<file path="src/rtl/prng_key_sink.sv">
// prng_key_sink
//   Consumer end of the split PRNG key stream. The interleaved 128-bit key
//   bus is sampled once per generator half-phase. Samples go into a small
//   show-ahead FIFO, and keys are handed to the AES core over a valid/ready
//   handshake. The block also reports stream health: a sticky overflow flag,
//   a saturating drop counter and a sticky stuck-at detector.
//
// Ports
//   clk        system clock
//   reset      asynchronous, active-low reset
//   enable     sampling enable (same net that enables the PRNG)
//   flush      synchronous clear of FIFO and health state
//   key_in     interleaved key bus from the PRNG
//   key_out    head-of-FIFO key (registered)
//   key_valid  key_out holds a valid key (registered)
//   key_ready  AES core accepts key_out this cycle
//   level      FIFO occupancy, 0..DEPTH
//   overflow   sticky: at least one sample was dropped
//   drop_count dropped samples, saturating at all-ones
//   stuck      sticky: STUCK_LIMIT consecutive identical samples seen
module prng_key_sink #(
  parameter int DEPTH       = 4,
  parameter int STUCK_LIMIT = 8,
  parameter int CNT_W       = 8
) (
  input  logic                     clk,
  input  logic                     reset,
  input  logic                     enable,
  input  logic                     flush,
  input  logic [127:0]             key_in,
  output logic [127:0]             key_out,
  output logic                     key_valid,
  input  logic                     key_ready,
  output logic [$clog2(DEPTH):0]   level,
  output logic                     overflow,
  output logic [CNT_W-1:0]         drop_count,
  output logic                     stuck
);

  localparam int PTR_W = $clog2(DEPTH);
  localparam int LVL_W = PTR_W + 1;
  localparam int REP_W = $clog2(STUCK_LIMIT);
  localparam logic [LVL_W-1:0] FULL_LVL = LVL_W'(DEPTH);
  localparam logic [REP_W-1:0] REP_MAX  = REP_W'(STUCK_LIMIT - 1);
  localparam logic [CNT_W-1:0] CNT_MAX  = {CNT_W{1'b1}};

  logic [1:0]       ph_r;
  logic [127:0]     mem_r [DEPTH];
  logic [PTR_W-1:0] wr_ptr_r;
  logic [PTR_W-1:0] rd_ptr_r;
  logic [LVL_W-1:0] level_r;
  logic [127:0]     key_out_r;
  logic             key_valid_r;
  logic             overflow_r;
  logic [CNT_W-1:0] drop_r;
  logic             stuck_r;
  logic [REP_W-1:0] rep_r;
  logic [127:0]     last_r;
  logic             last_valid_r;

  logic             sample_s;
  logic             pop_s;
  logic             full_s;
  logic             push_s;
  logic             drop_s;
  logic             same_s;
  logic [PTR_W-1:0] rd_ptr_nxt_s;
  logic [PTR_W-1:0] wr_ptr_nxt_s;
  logic [LVL_W-1:0] level_nxt_s;
  logic [127:0]     head_nxt_s;
  logic [REP_W-1:0] rep_nxt_s;

  // Handshake, push/drop decision, next pointers/level and next head key.
  always_comb begin
    sample_s     = enable & ph_r[0];
    pop_s        = key_valid_r & key_ready;
    full_s       = (level_r == FULL_LVL);
    // A full FIFO still accepts the sample when the head leaves the same cycle.
    push_s       = sample_s & (~full_s | pop_s);
    drop_s       = sample_s & full_s & ~pop_s;
    rd_ptr_nxt_s = pop_s  ? (rd_ptr_r + PTR_W'(1)) : rd_ptr_r;
    wr_ptr_nxt_s = push_s ? (wr_ptr_r + PTR_W'(1)) : wr_ptr_r;
    case ({push_s, pop_s})
      2'b10:   level_nxt_s = level_r + LVL_W'(1);
      2'b01:   level_nxt_s = level_r - LVL_W'(1);
      default: level_nxt_s = level_r;
    endcase
    // The new head is the incoming sample when it lands exactly where the read
    // pointer will point (empty FIFO, or level 1 with a pop): no valid bubble.
    if (push_s && (wr_ptr_r == rd_ptr_nxt_s)) begin
      head_nxt_s = key_in;
    end else begin
      head_nxt_s = mem_r[rd_ptr_nxt_s];
    end
    same_s = last_valid_r & (key_in == last_r);
    if (same_s) begin
      if (rep_r == REP_MAX) begin
        rep_nxt_s = REP_MAX;
      end else begin
        rep_nxt_s = rep_r + REP_W'(1);
      end
    end else begin
      rep_nxt_s = {REP_W{1'b0}};
    end
  end

  // Half-phase counter tracking the divide-by-4 PRNG clock; flush leaves it alone.
  always_ff @(posedge clk or negedge reset) begin
    if (!reset) begin
      ph_r <= 2'd0;
    end else if (enable) begin
      ph_r <= ph_r + 2'd1;
    end
  end

  // FIFO storage; contents need no reset because validity lives in level_r.
  always_ff @(posedge clk) begin
    if (push_s && !flush) begin
      mem_r[wr_ptr_r] <= key_in;
    end
  end

  // FIFO pointers, occupancy and registered head/valid outputs.
  always_ff @(posedge clk or negedge reset) begin
    if (!reset) begin
      wr_ptr_r    <= {PTR_W{1'b0}};
      rd_ptr_r    <= {PTR_W{1'b0}};
      level_r     <= {LVL_W{1'b0}};
      key_out_r   <= 128'd0;
      key_valid_r <= 1'b0;
    end else if (flush) begin
      wr_ptr_r    <= {PTR_W{1'b0}};
      rd_ptr_r    <= {PTR_W{1'b0}};
      level_r     <= {LVL_W{1'b0}};
      key_out_r   <= 128'd0;
      key_valid_r <= 1'b0;
    end else begin
      wr_ptr_r    <= wr_ptr_nxt_s;
      rd_ptr_r    <= rd_ptr_nxt_s;
      level_r     <= level_nxt_s;
      key_out_r   <= head_nxt_s;
      key_valid_r <= (level_nxt_s != {LVL_W{1'b0}});
    end
  end

  // Stream health: sticky overflow, saturating drop count, stuck detector.
  always_ff @(posedge clk or negedge reset) begin
    if (!reset) begin
      overflow_r   <= 1'b0;
      drop_r       <= {CNT_W{1'b0}};
      stuck_r      <= 1'b0;
      rep_r        <= {REP_W{1'b0}};
      last_r       <= 128'd0;
      last_valid_r <= 1'b0;
    end else if (flush) begin
      overflow_r   <= 1'b0;
      drop_r       <= {CNT_W{1'b0}};
      stuck_r      <= 1'b0;
      rep_r        <= {REP_W{1'b0}};
      last_valid_r <= 1'b0;
    end else if (sample_s) begin
      // Dropped samples still feed the stuck detector.
      rep_r        <= rep_nxt_s;
      last_r       <= key_in;
      last_valid_r <= 1'b1;
      if (rep_nxt_s == REP_MAX) begin
        stuck_r <= 1'b1;
      end
      if (drop_s) begin
        overflow_r <= 1'b1;
        if (drop_r != CNT_MAX) begin
          drop_r <= drop_r + CNT_W'(1);
        end
      end
    end
  end

  assign key_out    = key_out_r;
  assign key_valid  = key_valid_r;
  assign level      = level_r;
  assign overflow   = overflow_r;
  assign drop_count = drop_r;
  assign stuck      = stuck_r;

endmodule

</file>
<file path="config.mk">
export PLATFORM = sky130hd
export DESIGN_NAME = prng_key_sink
export DESIGN_NICKNAME = d
export VERILOG_FILES = /design/src/rtl/prng_key_sink.sv
export SDC_FILE = /design/constraint.sdc
export NUM_CORES = 1
export LEC_CHECK = 0
export CAP_MARGIN = 15
export CORE_UTILIZATION = 40
export CTS_BUF_LIST = sky130_fd_sc_hd__clkbuf_2 sky130_fd_sc_hd__clkbuf_4 sky130_fd_sc_hd__clkbuf_8
export CTS_CLUSTER_DIAMETER = 200
export DETAILED_ROUTE_END_ITERATION = 8
export GPL_ROUTABILITY_DRIVEN = 0
export GPL_TIMING_DRIVEN = 0
export HOLD_SLACK_MARGIN = 0.12
export PLACE_DENSITY_LB_ADDON = 0.1
export SYNTH_ARGS = -nofsm -noshare
export SYNTH_HDL_FRONTEND = slang
export SYNTH_SLANG_ARGS = --single-unit
</file>
<file path="constraint.sdc">
create_clock -name clk -period 6.3 [get_ports clk]
set_input_delay 1.26 -clock clk [delete_from_list [all_inputs] [get_ports clk]]
set_output_delay 1.26 -clock clk [all_outputs]
set_load 0.1 [all_outputs]
</file>
* Yosys cells after proc, flatten, opt, wreduce, memory -nomap -nowiden *
Memory sizes are Yosys's and may differ from the RTL's.
Cells that the tools add are included.
W data, S select, Z words.

storage, ports and cells
  flip-flop bits (word level) = 280
  memory bits (writable) = 512
  bits of input ports = 133
  logic and storage cells = 78
  memories kept = 1

memories
  memory  words  width  read ports  clocked after memory_dff  wr ports  line  RTL
  mem_r   4      128    1           0                         1         48    logic [127:0] mem_r [DEPTH];

operators by class
  muxes and demuxes = 27
  $add $sub $neg = 7
  bitwise operators = 10
  equality and inequality tests = 8
  reductions and logical operators = 13

operators with widths
  operator               count
  $mux W128              2
  $eq A128 B128 Y1       1
  $mux W8                4
  $mux W3                5
  $mux W1                11
  $reduce_bool A2 Y1     5
  $eq A3 B3 Y1 const B   3
  $add A8 B1 Y8 const B  1
  $mux W2                4
  $ne A8 B8 Y1 const B   1
  $add A2 B1 Y2 const B  3
  $add A3 B1 Y3 const B  2
  $and A1 B1 Y1          6
  $pmux W3 S2            1
  $reduce_and A2 Y1      3
  $not A1 Y1             3
  $reduce_and A3 Y1      1
  $reduce_bool A3 Y1     1
  $sub A3 B1 Y3 const B  1
  $eq A2 B1 Y1 const B   1
  $eq A2 B2 Y1           1
  $eq A2 B2 Y1 const B   1
  $logic_and A1 B1 Y1    2
  $logic_not A1 Y1       1
  $or A1 B1 Y1           1

* Depth between registers and ports, before layout *
Gate-level depths: netlist (run 1).

  depth in word-level cells = 8
  mapped depth = 9
  depth with buffers taken out = 9

* Least setup slack after synthesis (run 1) *
OpenSTA, ideal clock, no wires.

  path type = in2reg
  start point = in enable
  end point = mem mem_r[0][0], enable pin
  library setup time = 503 ps
  stages on the path = 6
  path slack = 530 ps
  arrival time = 5,267 ps
  buffers on the path = 3
  required time = 5,797 ps
  path through = and2_1 clkbuf_1 nor2b_1 clkbuf_1 clkbuf_1 and3_1

between the ends
  word-level cells in the longest chain between the ends = 5

ends and longest elaborated chain
  item                           line  RTL
  start: declaration             28    input logic enable,
  $and A1 B1 Y1                  75    sample_s = enable & ph_r[0];
  $and A1 B1 Y1                  79    push_s = sample_s & (~full_s | pop_s);
  $logic_and A1 B1 Y1            118   if (push_s && !flush) begin
  $mux W1                        118
  $mux W1 (implied by the code)  119   mem_r[wr_ptr_r] <= key_in;
  end: declaration               48

No other way between the ends.

* Worst setup path after layout (run 1) *
  start point = in enable
  end point = mem mem_r[2][32], enable pin

The elaborated chain is that of the path after synthesis.

==> results.cfg, run 1 <==
[place]
portBuffers = 273
place_area_mm2 = 0.0353
placedCellCount = 3400
post-dp-hpwl_um = 58200

[global_routing]
antenna_found_initial = 3
grt_overflow_total = 0
track_usage_pct = 21.9
grt_max_degree = 99
grt_pass1_wl_um = 124000
grt_pass1_vias = 19230

[route]
wl_um = 84200
drtIter0Drc = 1395
via_count = 18535
viasPerCell = 5.08
routedWlPerCell_um = 23.1
drc = 0
firstDrtPassIters = 6
ant_nets = 0

[clock_tree]
root_buffer = clkbuf_8
clockBufferDepth = 3
cts_resized = 0
ctsHoldBuffers = 0
cts_buffers = 134
h-tree-depth = 4
insertion_delay_ns = 0.79
clk_pin_slew_ns = 0.06
cts_tree = built
post_cts_buffers = 0
clock-sinks = 791

[finish]
nets = 2647
area_growth_pct = 23.2
drive_gt1_share_pct = 15.4
postLayoutCoreUtil_pct = 49.9
final_cells = 3650
fin_area_mm2 = 0.0381

[logic_synthesis]
synth_top_area_cell = edfxtp_1
synth_area_mm2 = 0.0309
synth-seq-area-share_pct = 72.4
synth.avg_cell_area_um2 = 14.8
synth_top_area_share_pct = 49.8
synth_cell_type_count = 42
synth_ff_type = edfxtp_1
async_flop_share_pct = 35.3
synth_seq_cells = 791
syn-num-nets = 2225
synth_enable_flop_cells = 512
synth.area.top_cells = edfxtp_1 50%, dfrtp_1 23%, mux4_2 9.3%
synth_warnings = 0
postSynthCellCount = 2084

[floorplan]
num_rows = 101
die_h_um = 280
ioPinCount = 275
core_area_mm2 = 0.0762
initial_utilization_pct = 40.5
fp.dieW_um = 280
die_area_mm2 = 0.0784

[outcome]
status = completed

[pwr]
irDropWorstVdd_uv = 290
power_mw = 17.3
p_sw_mw = 6.54
p_int_mw = 10.8
p_leak_nw = 14.4
seqPwrFrac_pct = 39.2
powerDensity_mw_per_mm2 = 455
swShare_pct = 37.8
pwr-share-comb_pct = 33.7
pwr-share-clk_pct = 27.1

[setup_path]
path_max_fanout = 47
endpoint_kind = flip-flop
critPathLaunchType = input pin
crit_arrival_ns = 4.85
path_buf_inv = 5
crit_path_top_delay_cell = and3_4
cp_common_cell = clkbuf_1
crit_family = buffers and inverters
required_ns = 6.73
path_class = in -> reg
cp_slowest_stage_delay_ns = 0.86
crit_path_cell_trace = clkdlybuf4s50_1 > and2_1 > clkbuf_1 > nor2b_1 > clkbuf_1 > clkbuf_1 > and3_4 > buf_16

[timing]
fin_crit_sh_pct = 70.2
setup_viol = 0
worst_pin_slew_ns = 1.04
rsz0062_at_grt = false
max_slew_margin_pct = 30.7
slew_viol_final = 0
period_needed_ns = 4.42
fmax_mhz = 226
skew_ns = 0.0427
hold_viol_final = 0

[min_path]
hold_path.class = reg -> reg

[run]
drv_cap = 0
-- layer usage --
layer	global-route usage, %	vias up	wire length, um
li1	-	8371	-
met1	29.1	9518	36300
met2	36.5	540	42100
met3	4.27	104	4400
met4	6.15	2	1420
met5	0	-	17
-- Yosys cell counts, types with 14 or more instances --
library cell,n
nand2_1,591
o21ai_0,31
dfrtp_1,279
nor2_1,21
edfxtp_1,512
mux4_2,128
a21oi_1,132
nand2b_1,28
nand4_1,24
buf_2,14
nor2b_1,28
inv_1,34
xnor2_1,86
clkbuf_1,82
-- worst register-to-register path: stages (launching register included) --
cell and delay (ns):
dfrtp_1 0.36, and2_1 0.13, clkbuf_1 0.35, nor2b_1 0.20, clkbuf_1 0.52, clkbuf_1 0.62, and3_4 0.87, buf_16 0.34
-- placed cells by master (no fill, tap or decap), types with 13 or more instances in the layout --
cell / synthesis / layout
nand2_1: 591 / 591
edfxtp_1: 512 / 512
dfrtp_1: 279 / 279
clkdlybuf4s50_1: 0 / 272
clkbuf_8: 0 / 150
a21oi_1: 132 / 132
mux4_2: 128 / 128
xnor2_1: 86 / 86
clkbuf_1: 82 / 80
clkbuf_4: 0 / 58
inv_1: 34 / 34
o21ai_0: 31 / 31
nor2b_1: 28 / 28
nand2b_1: 28 / 28
nand4_1: 24 / 24
nor2_1: 21 / 21
buf_2: 14 / 14
clkinv_2: 0 / 14
clkinv_1: 0 / 13
-- cell families (layout without fill, tap and decap cells) --
logic type	count (synthesis)	count (layout)	share of synthesized area [%]
buffers and inverters	137	671	1.72
XOR/XNOR	96	96	2.72
AND/OR/NAND/NOR	718	718	9.59
multiplexers	131	131	9.43
flip-flops	791	791	72.4
adder cells (fa/ha/maj)	9	9	0.381
other	0	2	0
AO/OA/AOI/OAI	202	202	3.79
-- stage by stage --
step	hold slack (ns)	setup TNS [ns]	worst slack [ns]
finish	0.462	0	1.88
global route	0.507	0	1.67
CTS	0.464	0	1.86
detailed placement	0.450	0	0.999
global placement	0.446	-4298.72	-8.78
floorplan	0.431	0	0.530
-- worst paths after layout --
check	startpoint	end	slack (ns)	cells after the start
min in group asynchronous	reset	key_out[29]	0.52	1
setup / recovery	enable	mem_r[2][32]	1.88	8
hold / removal	ph_r[0]	ph_r[0]	0.46	1
max in group asynchronous	reset	drop_count[1]	4.31	3
setup reg to reg	ph_r[0]	mem_r[2][32]	2.50	7
hold reg to reg	ph_r[0]	ph_r[0]	0.46	1
-- power by group through the flow --
stage          sequential [mW]  clock (mW)  combinational (mW)
5_1_grt                   6.88        5.02                6.20
2_1_floorplan             8.80           0                2.19
4_1_cts                   6.80        4.81                5.91
3_5_place_dp              6.89           0                5.88
6_report                  6.79        4.69                5.83
3_3_place_gp              6.92           0                5.81
-- flip-flops by register name (all words and copies together) (netlist names), 2 cells and up --
register,flops
wr_ptr_r,2
rep_r,3
drop_count,8
rd_ptr_r,2
mem_r,512
level,3
key_out,128
last_r,128
-- area by class of cell --
cell class	instances	area, um2
Antenna cell	2	5.00
Buffer	103	407
Clock buffer	208	2500
Clock inverter	40	269
Fill cell	6619	38200
Inverter	34	128
Multi-Input combinational cell	1156	8030
Sequential cell	791	22400
Tap cell	1030	1290
Timing Repair Buffer	286	3070
No activity file was read; power rests on OpenSTA's default activity.
==> inputs of run 2 (changes only) <==
- clock period: 6.3 -> 4.5 ns (I/O delays scaled with it)
==> run 2 against run 1 <==
Effect of this change: via count barely moved; total power rose by 41%; hold slack got worse by 0.00072 ns; non-clock buffer count did not move; critical path depth did not move; global-route usage fell by 0.081 points; register-to-register slack got worse by 1.8 ns; highest routed layer unchanged.
==> results.cfg, run 2 (synthesis gave the netlist of run 1 again) <==
[global_routing]
grt_overflow_total = 0
grt_max_degree = 86
grt_pass1_vias = 19277
track_usage_pct = 21.8
grt_pass1_wl_um = 124000
antenna_found_initial = 5

[timing]
fin_crit_sh_pct = 90.1
final.setup.worst_slack_ns = 0.445
skew_ns = 0.0360
max_slew_margin_pct = 25.4
slew_viol_final = 0
setup_viol = 0
fin_hold_ws_ns = 0.461
period_needed_ns = 4.05
hold_viol_final = 0
final.setup.tns_ns = 0
worst_pin_slew_ns = 1.12
rsz0062_at_grt = false
fmax_mhz = 247

[route]
ant_nets = 0
firstDrtPassIters = 5
viasPerCell = 5.08
wl_um = 83000
drtIter0Drc = 1529
via_count = 18548
drc = 0
routedWlPerCell_um = 22.7

[setup_path]
cp_common_cell = clkbuf_1
path_buf_inv = 5
crit_family = buffers and inverters
path_class = in -> reg
critPathLaunchType = input pin
required_ns = 4.92
crit_path_cell_trace = clkdlybuf4s50_1 > and2_1 > clkbuf_1 > nor2b_1 > clkbuf_1 > clkbuf_1 > and3_4 > buf_16
crit_arrival_ns = 4.47
crit_path_top_delay_cell = and3_4
endpoint_kind = flip-flop
cp_slowest_stage_delay_ns = 0.86
path_max_fanout = 51
ff2ff_setup_slack_ns = 0.72

[min_path]
hold_path.class = reg -> reg

[finish]
largest_reg_flops = 512
drive_gt1_share_pct = 15.3
layout_commonest_cell = nand2_1
fin_area_mm2 = 0.0381
area_growth_pct = 23.4
top_register = mem_r
fill_cells = 6620
nets = 2649
layout_common_cells = 591 x nand2_1, 512 x edfxtp_1, 279 x dfrtp_1, 272 x clkdlybuf4s50_1, 151 x clkbuf_8

[clock_tree]
clk_pin_slew_ns = 0.05
cts_buffers = 136
cts_resized = 0
clockBufferDepth = 3
h-tree-depth = 4
ctsHoldBuffers = 1
post_cts_buffers = 0
insertion_delay_ns = 0.78
clock-sinks = 791
root_buffer = clkbuf_8
cts_tree = built

[place]
dp_slack_ns = -0.411
place_area_mm2 = 0.0353
post-dp-hpwl_um = 57500
portBuffers = 273

[floorplan]
die_h_um = 280
fp.dieW_um = 280
num_rows = 101
die_area_mm2 = 0.0784
initial_utilization_pct = 40.5
ioPinCount = 275
core_area_mm2 = 0.0762

[pwr]
p_leak_nw = 14.4
powerDensity_mw_per_mm2 = 638
irDropWorstVdd_uv = 448

[outcome]
status = completed

[run]
drv_cap = 0
## run 2: worst paths after layout
| check | start | endpoint | cells after the start |
|---|---|---|---|
| max | enable | mem_r[3][30] | 8 |
| min | ph_r[0] | ph_r[0] | 1 |
| min in group asynchronous | reset | key_out[90] | 2 |
| min reg2reg | ph_r[0] | ph_r[0] | 1 |
| max in group asynchronous | reset | last_r[117] | 4 |
| max reg2reg | ph_r[0] | mem_r[3][30] | 7 |
## run 2: metal layers
layer | GRT usage [%] | share of wire (%) | vias up
met1 | 29.5 | 43 | 9519
li1 | - | - | 8385
met5 | 0 | 0.048 | -
met4 | 6.50 | 2.1 | 6
met2 | 35.4 | 49 | 532
met3 | 4.61 | 5.0 | 106
## run 2: final cells by class
class	count	area [um2]	area share, %
Antenna cell	3	7.51	0.0197
Buffer	103	408	1.07
Clock buffer	206	2490	6.53
Clock inverter	45	358	0.939
Inverter	34	128	0.335
Multi-Input combinational cell	1156	8030	21.1
Sequential cell	791	22400	58.6
Tap cell	1030	1290	3.38
Timing Repair Buffer	286	3060	8.02
## run 2: report_power, final
part	leakage, nW	internal [mW]	total, mW	switching [mW]
combinational	4.72	2.50	8.12	5.63
sequential	8.19	8.95	9.50	0.551
clock	1.51	3.79	6.71	2.92
total	14.4	15.2	24.3	9.10
## run 2: stage by stage
stage / std cells / total power, mW / util, %
3_5_place_dp: 3399 / 17.8 / 46.3
4_1_cts: 3651 / 24.6 / 50.0
6_report: 3654 / 24.3 / 50.0
2_1_floorplan: 2084 / 15.4 / -
5_1_grt: 3653 / 25.5 / 50.0
3_3_place_gp: 3387 / 17.8 / 45.8
## run 2: worst reg2reg max path, cell delays in order, from the launching register on
cell and delay (ns):
dfrtp_1 0.36, and2_1 0.13, clkbuf_1 0.34, nor2b_1 0.19, clkbuf_1 0.52, clkbuf_1 0.59, and3_4 0.87, buf_16 0.35
